### src/rtl/dmem_arb_pkg.sv
// dmem_arbiter shared types: FSM states, read owner, latency counter width.
// Imported by rr_arb2 and dmem_arbiter.
package dmem_arb_pkg;

  typedef enum logic {
    IDLE,
    WAIT
  } state_e;

  typedef enum logic {
    OWN_CPU,
    OWN_DBG
  } owner_e;

  localparam int LAT_CNT_W = 3;

endpackage

### src/rtl/rr_arb2.sv
// Two-input picker for the data memory arbiter: one-hot grant, bit 0 = CPU.
// With DMEM_ARB_CPU_PRIO_EN defined it is a fixed CPU-first pick, no pointer.
module rr_arb2
  import dmem_arb_pkg::*;
(
  input  logic [1:0] req_i,
  input  logic       en_i,
`ifndef DMEM_ARB_CPU_PRIO_EN
  input  owner_e     ptr_i,
`endif
  output logic [1:0] gnt_o
);

  // Pick one requester; contention resolved by pointer or fixed priority
  always_comb begin
    gnt_o = 2'b00;
    if (en_i) begin
      unique case (req_i)
        2'b01:   gnt_o = 2'b01;
        2'b10:   gnt_o = 2'b10;
`ifdef DMEM_ARB_CPU_PRIO_EN
        2'b11:   gnt_o = 2'b01;
`else
        2'b11: begin
          if (ptr_i == OWN_DBG) gnt_o = 2'b10;
          else                  gnt_o = 2'b01;
        end
`endif
        default: gnt_o = 2'b00;
      endcase
    end
  end

endmodule

### src/rtl/dmem_arbiter.sv
// CPU/debug arbiter in front of the single-port data memory.
// Define DMEM_ARB_CPU_PRIO_EN for fixed CPU priority instead of round-robin.
module dmem_arbiter
  import dmem_arb_pkg::*;
#(
  parameter int ADDR_W  = 32,
  parameter int DATA_W  = 32,
  parameter int MEM_LAT = 1
) (
  input  logic              clk_i,
  input  logic              rst_ni,
  input  logic              cpu_req_i,
  input  logic              cpu_we_i,
  input  logic [ADDR_W-1:0] cpu_addr_i,
  input  logic [DATA_W-1:0] cpu_wdata_i,
  output logic              cpu_gnt_o,
  output logic              cpu_rvalid_o,
  output logic [DATA_W-1:0] cpu_rdata_o,
  input  logic              dbg_req_i,
  input  logic              dbg_we_i,
  input  logic [ADDR_W-1:0] dbg_addr_i,
  input  logic [DATA_W-1:0] dbg_wdata_i,
  output logic              dbg_gnt_o,
  output logic              dbg_rvalid_o,
  output logic [DATA_W-1:0] dbg_rdata_o,
  output logic              mem_req_o,
  output logic              mem_we_o,
  output logic [ADDR_W-1:0] mem_addr_o,
  output logic [DATA_W-1:0] mem_wdata_o,
  input  logic [DATA_W-1:0] mem_rdata_i,
  output logic              busy_o
);

  localparam logic [LAT_CNT_W-1:0] LAT_INIT = LAT_CNT_W'(MEM_LAT);
  localparam logic [LAT_CNT_W-1:0] CNT_ONE  = LAT_CNT_W'(1);

  state_e               state_q, state_d;
  owner_e               owner_q, owner_d;
  logic [LAT_CNT_W-1:0] cnt_q, cnt_d;
  logic [1:0]           gnt;
`ifndef DMEM_ARB_CPU_PRIO_EN
  owner_e               ptr_q, ptr_d;
`endif

  // Grants only in IDLE and never while reset is held
  rr_arb2 u_arb (
    .req_i ({dbg_req_i, cpu_req_i}),
    .en_i  ((state_q == IDLE) && rst_ni),
`ifndef DMEM_ARB_CPU_PRIO_EN
    .ptr_i (ptr_q),
`endif
    .gnt_o (gnt)
  );

  assign busy_o = (state_q == WAIT);

  // Next state, memory mux and read-data routing
  always_comb begin
    state_d      = state_q;
    owner_d      = owner_q;
    cnt_d        = cnt_q;
`ifndef DMEM_ARB_CPU_PRIO_EN
    ptr_d        = ptr_q;
`endif
    cpu_gnt_o    = gnt[0];
    dbg_gnt_o    = gnt[1];
    mem_req_o    = 1'b0;
    mem_we_o     = 1'b0;
    mem_addr_o   = '0;
    mem_wdata_o  = '0;
    cpu_rvalid_o = 1'b0;
    cpu_rdata_o  = '0;
    dbg_rvalid_o = 1'b0;
    dbg_rdata_o  = '0;
    unique case (state_q)
      IDLE: begin
        unique case (1'b1)
          gnt[0]: begin
            mem_req_o   = 1'b1;
            mem_we_o    = cpu_we_i;
            mem_addr_o  = cpu_addr_i;
            mem_wdata_o = cpu_wdata_i;
          end
          gnt[1]: begin
            mem_req_o   = 1'b1;
            mem_we_o    = dbg_we_i;
            mem_addr_o  = dbg_addr_i;
            mem_wdata_o = dbg_wdata_i;
          end
          default: ;
        endcase
        if (mem_req_o) begin
`ifndef DMEM_ARB_CPU_PRIO_EN
          if (gnt[0]) ptr_d = OWN_DBG;
          else        ptr_d = OWN_CPU;
`endif
          if (!mem_we_o) begin
            state_d = WAIT;
            cnt_d   = LAT_INIT;
            if (gnt[1]) owner_d = OWN_DBG;
            else        owner_d = OWN_CPU;
          end
        end
      end
      WAIT: begin
        cnt_d = cnt_q - CNT_ONE;
        if (cnt_q == CNT_ONE) begin
          state_d = IDLE;
          if (owner_q == OWN_DBG) begin
            dbg_rvalid_o = 1'b1;
            dbg_rdata_o  = mem_rdata_i;
          end else begin
            cpu_rvalid_o = 1'b1;
            cpu_rdata_o  = mem_rdata_i;
          end
        end
      end
    endcase
  end

  // State, owner, latency counter and priority pointer
  always_ff @(posedge clk_i or negedge rst_ni) begin
    if (!rst_ni) begin
      state_q <= IDLE;
      owner_q <= OWN_CPU;
      cnt_q   <= '0;
`ifndef DMEM_ARB_CPU_PRIO_EN
      ptr_q   <= OWN_CPU;
`endif
    end else begin
      state_q <= state_d;
      owner_q <= owner_d;
      cnt_q   <= cnt_d;
`ifndef DMEM_ARB_CPU_PRIO_EN
      ptr_q   <= ptr_d;
`endif
    end
  end

endmodule

### config.mk
export PLATFORM = sky130hd
export DESIGN_NAME = dmem_arbiter
export DESIGN_NICKNAME = d
export VERILOG_FILES = /design/src/rtl/dmem_arb_pkg.sv /design/src/rtl/rr_arb2.sv /design/src/rtl/dmem_arbiter.sv
export SDC_FILE = /design/constraint.sdc
export NUM_CORES = 1
export LEC_CHECK = 0
export ABC_AREA = 0
export CORE_AREA = 2 2 118 120
export CTS_BUF_LIST = sky130_fd_sc_hd__clkbuf_8
export CTS_CLUSTER_SIZE = 12
export DETAILED_ROUTE_END_ITERATION = 16
export DIE_AREA = 0 0 120 122
export HOLD_SLACK_MARGIN = 0.12
export PLACE_DENSITY = 0.49
export RECOVER_POWER = 50
export REMOVE_ABC_BUFFERS = 1
export SLEW_MARGIN = 10
export SYNTH_ARGS = -nofsm -noshare
export SYNTH_HDL_FRONTEND = slang
export SYNTH_SLANG_ARGS = --single-unit
### constraint.sdc
create_clock -name clk_i -period 2.1 [get_ports clk_i]
set_input_delay 0.315 -clock clk_i [delete_from_list [all_inputs] [get_ports clk_i]]
set_output_delay 0.315 -clock clk_i [all_outputs]
set_load 0.05 [all_outputs]
# == After elaboration in Yosys (flattened, before gate mapping) ==
# Index checks and enable logic that the tools add are counted.
# totals
wordCells,52
ramBits,0
latchBits,0
regBits,6
memories,0
inputBits,166
output_inout_bits,135
rom_bits,0
# classes
add_sub_neg,1
div,0
bitwise_logic,2
n_reduce_logical,5
n_mux,34
eq_ne,6
mul,0
shifts,0
magnitude_cmp,0
# op_table
op,count
2-to-1 mux 32 bit,8
case mux 32 bit (2 select lines),2
2-to-1 mux 1 bit,16
2-to-1 mux 3 bit,2
case mux 2 bit (3 select lines),1
case mux 3 bit (2 select lines),1
"equality test 2 bit, second input constant",2
2-to-1 mux 2 bit,2
case mux 1 bit (2 select lines),2
AND reduction 2 bit,2
"equality test 3 x 1 -> 1 bit, second input constant",1
AND reduction 3 bit,1
"subtractor 3 x 1 -> 3 bit, second input constant",1
"equality test 2 x 1 -> 1 bit, second input constant",1
"inequality test 2 x 1 -> 1 bit, second input constant",1
"inequality test 2 bit, second input constant",1
NOT 1 bit,2
OR reduction 2 bit,1
logical AND 1 bit,1

# == Depth between registers and ports, before layout ==
# Gate-level depths: netlist (run 1).
# logic_depth
ltp_word,8
depth_mapped,6
depth_no_buf,5

# == By module ==
# A second synthesis (run 1) with hierarchy kept.
# hier_totals
hier_cells,190
area_unflattened_um2,1522.7
# modules_own_cells
module,instances,cells_each,area_per_inst_um2,seq_area_each_um2
dmem_arbiter,1,185,1501.4,150.1
rr_arb2,1,5,21.3,0.0

# == Least setup slack after synthesis (run 1) ==
# Ideal clock, no wire load.
# synth_timing
kind,register -> output
startpoint,register state_q (netlist: busy_o)
endpoint,output cpu_rdata_o[22]
setup_slack_ns,-0.155
arrival_ns,1.940
required_ns,1.785
path_stages_with_launch,5
cell_sequence,dfrtp_1 > inv_2 > nor3_4 > buf_2 > and2_1
# synth_via
elab_chain_cells,1
# synth_lines
item,line,source
start: declaration,dmem_arbiter.sv:37,"state_e state_q, state_d;"
start signal: assignment,dmem_arbiter.sv:131,state_q <= state_d;
2-to-1 mux 32 bit,dmem_arbiter.sv:75,unique case (state_q)
end: declaration,dmem_arbiter.sv:18,"output logic [DATA_W-1:0] cpu_rdata_o,"
# No other way between the ends.

# == Final worst setup path (run 1) ==
# layout_timing
startpoint,register cnt_q[1]
endpoint,output cpu_rdata_o[5]
# layout_via
elab_chain_cells,3
# layout_lines
item,line,source
start: declaration,dmem_arbiter.sv:39,"logic [LAT_CNT_W-1:0] cnt_q, cnt_d;"
start signal: assignment,dmem_arbiter.sv:133,cnt_q <= cnt_d;
equality test 3 x 1 -> 1 bit,dmem_arbiter.sv:107,if (cnt_q == CNT_ONE) begin
2-to-1 mux 32 bit,dmem_arbiter.sv:107,
2-to-1 mux 32 bit,dmem_arbiter.sv:75,
# No other way between the ends.

==> impl_metrics.toml, run 1 <==
[outcome]
status = "complete, no violations"

[cells_and_area]
synthToLayoutAreaGrowth_pct = 336
diodes = 0
drive_gt1_share_pct = 46.9
final_core_util_pct = 49.3
fin_nets = 675

[worst_setup_path]
cp-end-kind = "output pin"
cp.required_ns = 1.78
startpoint_type = "flop"
crit_buf_inv = 4
worstPathArrival_ns = 1.75
crit_chain = "inv_2 > ha_4 > nand2b_4 > nor3_4 > clkbuf_16 > buf_8 > and2_4 > buf_12"
max_stage_delay_ns = 0.36
slowest_stage = "dfrtp_1"
path_class = "flop to output pin"
critical-path-top-delay-family = "buffers and inverters"
cp_max_fo = 7

[global_routing]
antenna_found_initial = 0
grt_pass1_wl_um = 16700
grt_start_max_net_pins = 34
grt-ovfl-total = 0
grt_pass1_vias = 2800
grt_usage_pct = 14.8

[power_and_ir_drop]
powerDensity_mw_per_mm2 = 746
combPwrFrac_pct = 91.5
p_leak_nw = 2.76
swShare_pct = 48.0
pwr-share-clk_pct = 3.5
p_sw_mw = 2.39
ir_worst_vdd_mv = 0.273
p_seq_share_pct = 5.0
power_mw = 4.96
internal_power_mw = 2.58

[sta]
timing.fmax_mhz = 484
maxSlewHeadroom_pct = 59.4
fin_crit_ns = 2.07
slew_viol_final = 0
setup_violations = 0
worstMarginPinSlew_ns = 0.606
finClkSkew_ns = 0.00133
timing.final.crit_share_pct = 98.4
grt_setup_unrepaired = "yes"
hold_viol = 0

[logic_synthesis]
ys_seq_area_share_pct = 9.83
synth_commonest_cells = "a22o_1, and2_1, buf_2, buf_6, dfrtp_1"
synth-async-reset-ratio_pct = 100
synth_area_per_cell_um2 = 8.30
yosysTopAreaCellShare_pct = 37.3
synth_edf_count = 0
synth_top_area_cell = "a22o_1"
synth_ff_type = "dfrtp_1"
yosysWarnings = 0
synth_area_leaders = "a22o_1, and2_1, dfrtp_1"
postSynthCellCount = 184
synthDistinctLibCells = 27
syn_area_mm2 = 0.00153
ys_seq_elements = 6
synth.most_common_cell = "a22o_1"

[routing]
wl_met3_um = 1290
viasPerCell = 4.12
wl_met2_um = 6610
top_layer = "met4"
num_vias = 2825
detail_route.first_pass.iterations = 5
wl_per_cell_um = 18.3
wl_met1_um = 4300
finalWirelength_um = 12500
route.detailed.drc = 0
drtIter0Drc = 57
ant_nets = 0

[clocking]
clock_latency_ns = 0.22
numCtsBuffers = 3
root_buffer = "clkbuf_8"
cts_tree = "yes"
cts.clk_slew.worst_paths_ns = 0.04
clock_path_buffers = 2
htreeDepth = 1
clkSinkCount = 6

[flow_run]
drv_cap = 0

[worst_hold_path]
hold_class = "input pin to async pin"

[die]
core_mm2 = 0.0135
die_height_um = 122
rows = 43
start_util_pct = 11.3
io_pins = 301
die_x_um = 120
dieArea_mm2 = 0.0146

[placement]
place.gp.congestion = 0.832
io_buffers = 300
place.detailed.hpwl_um = 10600
==> sequential cells by signal (all words and copies together), names as in the netlist <==
signal and cells:
cnt_q 3, busy_o 1, owner_q 1, ptr_q 1
==> what timing repair did <==
| item | 4_1_cts | 5_1_grt |
|---|---|---|
| gates cloned | 0 | 3 |
| gates resized for setup | 11 | 57 |
| setup endpoints to repair | 64 | 88 |
| pin swaps | 0 | 17 |
| hold buffers | 0 | 0 |
| buffers inserted | 0 | 6 |
==> power groups by stage <==
stage	clock (mW)	combinational [mW]	sequential, mW
2_1_floorplan	0	1.90	0.252
3_3_place_gp	0	4.27	0.236
3_5_place_dp	0	4.30	0.244
4_1_cts	0.182	4.34	0.244
5_1_grt	0.190	4.71	0.257
6_report	0.175	4.54	0.247
==> stage by stage <==
step	setup slack [ns]	instance area, µm²	setup TNS (ns)	hold WS, ns	std cells
after floorplan	-1.44	1370	-125.17	0.0194	164
after global placement	-0.105	6280	-3.79	0.532	673
after detailed placement	-0.101	6280	-4.29	0.568	673
after CTS	0.0256	6370	0	0.274	676
after global routing	-0.0642	6660	-1.82	0.391	685
final	0.0343	6660	0	0.337	685
==> area by class of cell <==
type | instances | area [µm²]
Clock buffer | 3 | 41.3
Sequential cell | 6 | 153
Multi-Input combinational cell | 154 | 1460
Tap cell | 180 | 225
Inverter | 4 | 15.0
Timing Repair Buffer | 338 | 4770
Fill cell | 1216 | 6850
==> cells by family after synthesis <==
kind of cell / after synthesis / synth area share [%]
flops: 6 / 9.83
xor+xnor: 1 / 0.573
fa+ha+maj: 2 / 1.64
buf+inv: 24 / 11.4
compound gates: 73 / 41.9
simple gates: 78 / 34.7
==> path summary, 6_finish.rpt <==
check / from / end / slack, ns / depth (start not counted)
hold / removal: rst_ni / owner_q / 0.34 / 2
min in group clk_i: ptr_q / ptr_q / 0.53 / 1
max in group asynchronous: rst_ni / ptr_q / 1.47 / 2
setup reg to reg: busy_o / cnt_q[2] / 0.53 / 4
hold reg to reg: ptr_q / ptr_q / 0.53 / 1
setup / recovery: cnt_q[1] / cpu_rdata_o[5] / 0.03 / 8
==> cells in the final DEF, fill, tap and decap left out, types with 2 or more instances in the layout <==
cell / count
dlygate4sd2_1: 3
inv_2: 2
nand3b_4: 2
nand2_1: 4
clkbuf_4: 2
and2_4: 31
and2_0: 32
buf_4: 21
buf_12: 139
a22o_4: 18
buf_16: 2
buf_8: 2
inv_1: 2
buf_6: 3
dfrtp_2: 2
nor3_4: 2
a22o_1: 47
clkdlybuf4s50_1: 162
dfrtp_1: 4
clkbuf_8: 3
==> per-layer routing <==
layer / global-route usage (%) / vias up
met5: 0 / -
met4: 4.34 / 0
met3: 4.87 / 15
met2: 27.5 / 204
met1: 16.0 / 1281
li1: - / 1325
(Power assumes the default switching activity.)
==> inputs of run 2 (changes only) <==
Settings changed: CORE_AREA 2 2 118 120 to 2 2 116 118, DIE_AREA 0 0 120 122 to 0 0 118 120, DONT_BUFFER_PORTS set to 1, PLACE_DENSITY 0.49 to 0.3.
==> run 2 against run 1 <==
Net effect: die area fell by 3.3%; combinational power is 17% lower; sequential share of layout area is 1.1 points higher; worst setup slack gained 0.019 ns; critical path depth is 2 lower; sequential power down 4%; total power is 15% lower; via count down 23%; critical endpoint is now mem_addr_o[28].
==> impl_metrics.toml, run 2 (synthesis gave the netlist of run 1 again) <==
[outcome]
status = "complete, no violations"

[sta]
worstMarginPinSlew_ns = 0.596
timing.fmax_mhz = 489
slew_viol_final = 0
setup_violations = 0
timing.final.crit_share_pct = 97.5
fin_crit_ns = 2.05
finClkSkew_ns = 0.00339
fin_ws_ns = 0.0530
fin_hold_ws_ns = 0.305
setup_tns_ns = 0
grt_setup_unrepaired = "no"
maxSlewHeadroom_pct = 60.5
hold_viol = 0

[cells_and_area]
diodes = 0
drive_gt1_share_pct = 51.3
final_cell_mix = "buf_12, a22o_1, and2_1"
seq_area_um2 = 153
layout_commonest_cell = "buf_12"
multi_input_area_mm2 = 0.00123
final_core_util_pct = 34.5
postLayoutCellArea_mm2 = 0.00448
largest_register_ffs = 3
regMostFlops = "cnt_q"
synthToLayoutAreaGrowth_pct = 193
fin_nets = 484
layoutNonFillerInstCount = 490
num-fill-cells = 1285

[worst_setup_path]
path_depth = 6
cp_max_fo = 16
path_common_cell = "buf_12"
crit_chain = "and2b_2 > nor2_4 > buf_12 > buf_6 > a22o_1 > buf_12"
r2r.worst_path.cells = 3
r2r_start = "busy_o"
r2r_slack_ns = 0.69
startpoint_type = "flop"
max_stage_delay_ns = 0.40
path_class = "flop to output pin"
worstPathArrival_ns = 1.73
cp.required_ns = 1.78
critical-path-top-delay-family = "buffers and inverters"
crit_buf_inv = 3
cp-end-kind = "output pin"
r2r_end = "cnt_q[1]"
slowest_stage = "dfrtp_2"

[flow_run]
drv_cap = 0

[routing]
wl_per_cell_um = 20.6
viasPerCell = 4.44
finalWirelength_um = 10100
ant_nets = 0
detail_route.first_pass.iterations = 4
route.detailed.drc = 0
num_vias = 2174
drtIter0Drc = 70

[power_and_ir_drop]
swShare_pct = 52.5
p_leak_nw = 1.81
p_seq_share_pct = 5.6
p_sw_mw = 2.20
internal_power_mw = 2.00
pwr-share-clk_pct = 4.1
ir_worst_vdd_mv = 0.315
powerDensity_mw_per_mm2 = 939
power_mw = 4.20
combPwrFrac_pct = 90.3

[placement]
place.detailed.hpwl_um = 7900
place.gp.congestion = 0.908
dp_cells = 478
pre_cts_slack_ns = 0.226
dpl_cell_area_mm2 = 0.00430
io_buffers = 0

[die]
io_pins = 301
die_x_um = 118
dieArea_mm2 = 0.0142
start_util_pct = 11.8
die_height_um = 120
rows = 42
core_mm2 = 0.0130

[clocking]
htreeDepth = 1
cts.clk_slew.worst_paths_ns = 0.03
numCtsBuffers = 3
clock_latency_ns = 0.22
clkSinkCount = 6
clock_path_buffers = 2
root_buffer = "clkbuf_8"
cts_tree = "yes"

[global_routing]
antenna_found_initial = 0
grt_start_max_net_pins = 67
grt_usage_pct = 11.1
grt_pass1_wl_um = 12300
grt_pass1_vias = 2038
grt-ovfl-total = 0

[worst_hold_path]
hold_end = "ptr_q"
hold_depth = 2
min_from = "rst_ni"
hold_class = "input pin to flop"
## run 2: changes by cell type in the layout (fill, tap and decap cells not counted), moves of 4 or more
cell and delta:
a22o_1 +17, clkdlybuf4s50_1 -162, and2_4 -30, buf_4 -19, and2_1 +34, a22o_4 -17
and2_0 -4, buf_12 -6
## run 2: cell type report
cell class | instances | area share, %
clock buffers | 3 | 0.923
inverters | 4 | 0.335
multi-input cells | 154 | 27.4
flip-flops and latches | 6 | 3.41
well taps | 176 | 4.92
repair buffers | 147 | 63.0
## run 2: worst max path at each step
stage | start | endpoint | slack, ns
3_3_place_gp | busy_o | mem_wdata_o[7] | 0.25
2_1_floorplan | busy_o | mem_addr_o[0] | -1.44
3_5_place_dp | busy_o | mem_wdata_o[7] | 0.23
5_1_grt | cnt_q[1] | dbg_rdata_o[7] | 0.01
6_report | ptr_q | mem_addr_o[28] | 0.05
4_1_cts | busy_o | mem_wdata_o[8] | 0.0004
## run 2: routing by layer
| metal | GRT usage, % | share of wire, % |
|---|---|---|
| met5 | 0 | 0 |
| met4 | 3.77 | 2.2 |
| met3 | 3.99 | 12 |
| met2 | 20.7 | 53 |
| met1 | 11.4 | 33 |
## run 2: repair_timing
item                                    4_1_cts  5_1_grt
gates cloned                                  0        5
pin swaps                                     0        1
resized for setup                             1        5
endpoints found under the setup margin        1       70
hold endpoints to repair                      6        0
setup buffers                                 0        3
hold buffers                                  1        0
## run 2: power by group through the flow
stage / clock (mW) / combinational, mW / sequential, mW
floorplan: 0 / 1.90 / 0.252
global placement: 0 / 3.69 / 0.234
detailed placement: 0 / 3.71 / 0.238
CTS: 0.177 / 3.72 / 0.237
global route: 0.181 / 3.92 / 0.247
finish: 0.171 / 3.79 / 0.237
## run 2: worst register-to-register path: stages, from the launching register on
cell	delay, ns
dfrtp_2	0.45
nand3b_4	0.20
a211oi_1	0.47
o41ai_1	0.15
==> inputs of run 3 (changes only) <==
Settings changed: SLEW_MARGIN 10 to 0.
==> results of run 3 <==
No change in the layout: final DEF, timing and power equal those of run 2.
